File: src/rtl/wb_commit_unit.sv
// wb_commit_unit: writeback commit stage that registers the regfile write and keeps a 2-entry write history for forwarding.
// Defining WB_RETIRE_COUNT_EN adds the RetireCountOut commit counter.
module wb_commit_unit #(
  parameter int COUNT_WIDTH = 32,
  parameter int ADDR_WIDTH  = 5
) (
  input  logic                  Clk,
  input  logic                  Rst_n,
  input  logic                  StallIn,
  input  logic                  RegWriteIn,
  input  logic                  MoveNotZeroIn,
  input  logic                  DontMoveIn,
  input  logic                  HiOrLoIn,
  input  logic                  MemToRegIn,
  input  logic                  HiLoToRegIn,
  input  logic                  ZeroIn,
  input  logic                  LbIn,
  input  logic                  LoadExtendedIn,
  input  logic                  MemReadIn,
  input  logic [31:0]           RHiIn,
  input  logic [31:0]           RLoIn,
  input  logic [31:0]           ALUResultIn,
  input  logic [31:0]           ReadDataIn,
  input  logic [ADDR_WIDTH-1:0] WriteAddressIn,
  input  logic [ADDR_WIDTH-1:0] LookupAddrA,
  input  logic [ADDR_WIDTH-1:0] LookupAddrB,
  output logic                  RegWriteEnOut,
  output logic [ADDR_WIDTH-1:0] RegWriteAddrOut,
  output logic [31:0]           RegWriteDataOut,
  output logic                  HitA,
  output logic                  HitB,
  output logic [31:0]           FwdDataA,
  output logic [31:0]           FwdDataB,
  output logic                  LoadRetiredOut
`ifdef WB_RETIRE_COUNT_EN
  ,
  output logic [COUNT_WIDTH-1:0] RetireCountOut
`endif
);

  localparam int DATA_W = 32;

  if (COUNT_WIDTH < 1) begin : g_bad_count_width
    $error("COUNT_WIDTH must be at least 1");
  end

  // Big-endian byte pick from a loaded word, sign- or zero-extended.
  function automatic logic [DATA_W-1:0] lb_extract(input logic [DATA_W-1:0] word,
                                                   input logic [1:0] sel,
                                                   input logic sext);
    logic signed [7:0]        b;
    logic signed [DATA_W-1:0] wide;
    case (sel)
      2'd0:    b = word[31:24];
      2'd1:    b = word[23:16];
      2'd2:    b = word[15:8];
      default: b = word[7:0];
    endcase
    wide = b;
    return sext ? wide : {24'd0, b};
  endfunction

  // Returns {hit, data}; entry0 is newest and wins, register 0 never hits.
  function automatic logic [DATA_W:0] lookup(input logic [ADDR_WIDTH-1:0] q,
                                             input logic v0, input logic [ADDR_WIDTH-1:0] a0,
                                             input logic [DATA_W-1:0] d0,
                                             input logic v1, input logic [ADDR_WIDTH-1:0] a1,
                                             input logic [DATA_W-1:0] d1);
    if (q == '0)            return '0;
    if (v0 && (a0 == q))    return {1'b1, d0};
    if (v1 && (a1 == q))    return {1'b1, d1};
    return '0;
  endfunction

  logic                     gate;
  logic                     commit;
  logic signed [DATA_W-1:0] result;

  logic                     vld_p1;
  logic                     load_p1;
  logic [ADDR_WIDTH-1:0]    addr_p1;
  logic signed [DATA_W-1:0] data_p1;

  logic                     hist_vld_p1  [2];
  logic [ADDR_WIDTH-1:0]    hist_addr_p1 [2];
  logic [DATA_W-1:0]        hist_data_p1 [2];

  always_comb begin
    result = ALUResultIn;
    if (HiLoToRegIn)
      result = HiOrLoIn ? RHiIn : RLoIn;
    else if (MemToRegIn && LbIn)
      result = lb_extract(ReadDataIn, ALUResultIn[1:0], LoadExtendedIn);
    else if (MemToRegIn)
      result = ReadDataIn;
  end

  always_comb begin
    case ({MoveNotZeroIn, DontMoveIn})
      2'b00:   gate = 1'b1;
      2'b10:   gate = !ZeroIn;
      2'b01:   gate = ZeroIn;
      default: gate = 1'b0;
    endcase
    commit = RegWriteIn && (WriteAddressIn != '0) && !StallIn && gate;
  end

  // ---- stage p0 -> p1: registered write and history shift ----
  always_ff @(posedge Clk) begin
    if (!Rst_n) begin
      vld_p1  <= 1'b0;
      load_p1 <= 1'b0;
      addr_p1 <= '0;
      data_p1 <= '0;
      for (int i = 0; i < 2; i++) begin
        hist_vld_p1[i]  <= 1'b0;
        hist_addr_p1[i] <= '0;
        hist_data_p1[i] <= '0;
      end
    end else begin
      vld_p1  <= commit;
      load_p1 <= commit && MemReadIn;
      if (commit) begin
        addr_p1         <= WriteAddressIn;
        data_p1         <= result;
        hist_vld_p1[1]  <= hist_vld_p1[0];
        hist_addr_p1[1] <= hist_addr_p1[0];
        hist_data_p1[1] <= hist_data_p1[0];
        hist_vld_p1[0]  <= 1'b1;
        hist_addr_p1[0] <= WriteAddressIn;
        hist_data_p1[0] <= result;
      end
    end
  end

  assign RegWriteEnOut   = vld_p1;
  assign RegWriteAddrOut = addr_p1;
  assign RegWriteDataOut = data_p1;
  assign LoadRetiredOut  = load_p1;

  assign {HitA, FwdDataA} = lookup(LookupAddrA,
                                   hist_vld_p1[0], hist_addr_p1[0], hist_data_p1[0],
                                   hist_vld_p1[1], hist_addr_p1[1], hist_data_p1[1]);
  assign {HitB, FwdDataB} = lookup(LookupAddrB,
                                   hist_vld_p1[0], hist_addr_p1[0], hist_data_p1[0],
                                   hist_vld_p1[1], hist_addr_p1[1], hist_data_p1[1]);

`ifdef WB_RETIRE_COUNT_EN
  logic [COUNT_WIDTH-1:0] cnt_p1;

  always_ff @(posedge Clk) begin
    if (!Rst_n)
      cnt_p1 <= '0;
    else if (commit)
      cnt_p1 <= cnt_p1 + COUNT_WIDTH'(1);
  end

  assign RetireCountOut = cnt_p1;
`endif

endmodule

File: config.mk
export PLATFORM = sky130hd
export DESIGN_NAME = wb_commit_unit
export DESIGN_NICKNAME = d
export VERILOG_FILES = /design/src/rtl/wb_commit_unit.sv
export SDC_FILE = /design/constraint.sdc
export NUM_CORES = 1
export LEC_CHECK = 0
export BUFFER_PORTS_ARGS = -buffer_cell sky130_fd_sc_hd__buf_2
export CORE_MARGIN = 2
export CORE_UTILIZATION = 45
export CTS_BUF_LIST = sky130_fd_sc_hd__clkbuf_4 sky130_fd_sc_hd__clkbuf_8 sky130_fd_sc_hd__clkbuf_16
export CTS_CLUSTER_SIZE = 25
export DETAILED_ROUTE_END_ITERATION = 8
export PLACE_DENSITY_LB_ADDON = 0.25
export SYNTH_ARGS = -nofsm -noshare
export SYNTH_HDL_FRONTEND = slang
export SYNTH_SLANG_ARGS = --single-unit
export TNS_END_PERCENT = 10
File: constraint.sdc
create_clock -name Clk -period 2.65 [get_ports Clk]
set_input_delay 0 -clock Clk [delete_from_list [all_inputs] [get_ports Clk]]
set_output_delay 0 -clock Clk [all_outputs]
set_load 0.03 [all_outputs]
==> flow_summary.yaml <==
outcome:
  status: "completed"
worst_setup_path:
  timing.rr.start: "hist_data_p1[0][22]"
  critical_path_arrival_ns: 2.50
  cp_data_required_time_ns: 2.65
  crit_type: "register to output pin"
  critPathLaunchType: "register"
  cp-end-kind: "output pin"
  r2r.worst_path.cells: 1
  critPathMaxFanout: 21
  crit_start: "hist_addr_p1[0][3]"
sta:
  worst_pin_slew_ns: 0.999
  drv_slew: 0
  min_period_ns: 2.50
  rsz0062_at_grt: "false"
  finalWorstSetupSlack_ns: 0.149
  hold_viol_final: 0
  relSlewSlack: 0.334
  tns_ns: 0
  period_share: 0.944
  finalClockSkew_ns: 0.00508
  whs_ns: 0.0315
  setup_viol: 0
  fmax_ghz: 0.400
worst_hold_path:
  min_path_type: "input pin to register"
  min-delay-start: "WriteAddressIn[4]"
  min_path_cells: 3
die:
  num_rows: 45
  die_w_um: 127
  dieArea_mm2: 0.0162
  start_util: 0.455
  pin_count: 261
  core_mm2: 0.0150
  fp.dieH_um: 127
global_routing:
  grt_max_degree: 77
  grt_pass1_wl_mm: 35.9
  grt_pass1_vias: 6215
  grtUsageTotal: 0.289
  use_met2: 0.469
  grt-ovfl-total: 0
  grtUsageMet1: 0.393
  grt.busiest_layer: "met2"
  grt_antenna_before_repair: 1
  use_met3: 0.0498
finish:
  syn2layout_area_growth_pct: 31.4
  layout-drive-gt1-share: 0.388
  nets: 1069
  layout_commonest_cell: "buf_2"
  final_cell_mix: "260 x buf_2, 76 x edfxtp_1, 66 x o21ai_0"
  layout.cells.non_filler: 1115
  nFillCells: 1302
  fin_area_mm2: 0.00899
synthesis:
  ys_seq_area_frac: 0.448
  synth_nets: 824
  syn-cell-area_mm2: 0.00684
  synth-edff-count: 76
  avgSynthCellArea_um2: 10.2
  synth_cells: 668
  synthArstFlopShare: 0
  synth_cell_types: 49
  synth_seq_cells: 115
  ys_warn_count: 0
  synth_top_flop_cell: "edfxtp_1"
drt:
  ant_nets: 0
  vias_per_cell: 6.03
  wl_per_cell_um: 21.3
  first_pass_iters: 5
  vias: 6728
  drc_errors: 0
  drt_wl_total_mm: 23.8
  drtIter0Drc: 685
run:
  maxCapViolCount: 0
clocking:
  cts.sinks: 115
  clk_path_buf_depth: 2
  cts_max_level: 4
  cts_tree: "built"
  clk_pin_slew_worst_paths_ns: 0.06
  numCtsBuffers: 17
  root_buffer: "clkbuf_16"
  clk_latency_ns: 0.41
placed_design:
  pre_cts_slack_ns: 0.398
  hpwl_mm: 17.0
  numPlacedInstances: 1068
  gp_congestion: 0.889
  port_buffers: 260
  dpl-instance-area_mm2: 0.00826
power_and_ir_drop:
  power_density_mw_per_mm2: 574
  p_leak_nw: 3.98
  ir_worst_vdd_v: 0.000393
-- worst paths after layout --
| check | endpoint | slack, ns |
|---|---|---|
| setup / recovery | FwdDataA[20] | 0.15 |
| hold / removal | RegWriteAddrOut[4] | 0.03 |
| setup reg to reg | hist_data_p1[0][54] | 1.77 |
| hold reg to reg | RegWriteAddrOut[2] | 0.45 |
-- cells in the mapped netlist (all sizes together) (2+ instances only) --
cell type | n | area [µm²]
edfxtp | 76 | 2280
o21ai | 66 | 330
nand3 | 65 | 325
a221oi | 62 | 668
clkbuf | 53 | 199
and2 | 47 | 302
mux2i | 40 | 400
dfxtp | 39 | 781
a211oi | 33 | 253
a21o | 30 | 225
a22oi | 28 | 210
buf | 21 | 133
nor2 | 17 | 63.8
nand2 | 16 | 60.1
xnor2 | 14 | 123
o2bb2ai | 6 | 52.6
a21oi | 5 | 25.0
o21a | 5 | 37.5
xor2 | 5 | 43.8
inv | 4 | 17.5
nand4 | 4 | 25.0
nor2b | 4 | 25.0
nor3 | 4 | 20.0
nand2b | 3 | 18.8
or2 | 3 | 18.8
and4 | 2 | 17.5
or4 | 2 | 18.8
-- routing by layer --
metal | part of all wire | vias up
met5 | 0 | -
met4 | 0.027 | 0
met3 | 0.083 | 35
met2 | 0.48 | 384
met1 | 0.41 | 3205
li1 | - | 3104
-- state kept, by name (all words and copies together) (netlist names) --
register	flops
LoadRetiredOut	1
RegWriteDataOut	32
hist_addr_p1	10
hist_vld_p1	2
hist_data_p1	64
RegWriteAddrOut	5
RegWriteEnOut	1
-- area by class of cell --
class / count / area (µm²) / share of cell area
repair buffers: 300 / 1630 / 0.181
clock buffers: 20 / 500 / 0.0557
flip-flops and latches: 115 / 3060 / 0.341
well taps: 188 / 235 / 0.0262
clock inverters: 12 / 90.1 / 0.0100
inverters: 4 / 21.3 / 0.00237
diodes: 1 / 2.50 / 0.000278
multi-input cells: 475 / 3450 / 0.384
-- power breakdown --
part	switching, mW	total (mW)	internal [mW]
clock	0.867	2.24	1.37
combinational	0.528	0.822	0.293
sequential	0.0770	2.10	2.02
-- worst max-delay path, stage by stage, from the launching register on --
cell and delay (ns):
edfxtp_1 0.45, xor2_1 0.31, or2_2 0.33, buf_4 0.30
o21ai_0 0.18, a221oi_1 0.28, buf_2 0.24
-- metrics by stage --
stage	util	total power [mW]
finish	0.598	5.16
global route	0.598	5.33
CTS	0.597	5.16
detailed placement	0.549	2.93
global placement	0.549	2.92
floorplan	-	2.59
-- timing repair --
| action | 4_1_cts | 5_1_grt |
|---|---|---|
| setup buffers | 2 | 1 |
| hold endpoints to repair | 16 | 0 |
| hold buffers | 11 | 0 |
| pin swaps | 1 | 2 |
| setup endpoints to repair | 22 | 24 |
| resized for setup | 0 | 3 |
-- kinds of logic after synthesis --
family / count (synthesis) / synth area share
AOI/OAI and AO/OA: 244 / 0.280
xor gates and xnor gates: 19 / 0.0243
buffers and inverters: 78 / 0.0510
DFF: 115 / 0.448
muxes: 42 / 0.0634
and+or+nand+nor: 170 / 0.134
Note: power is estimated with default switching activity, not from simulation.
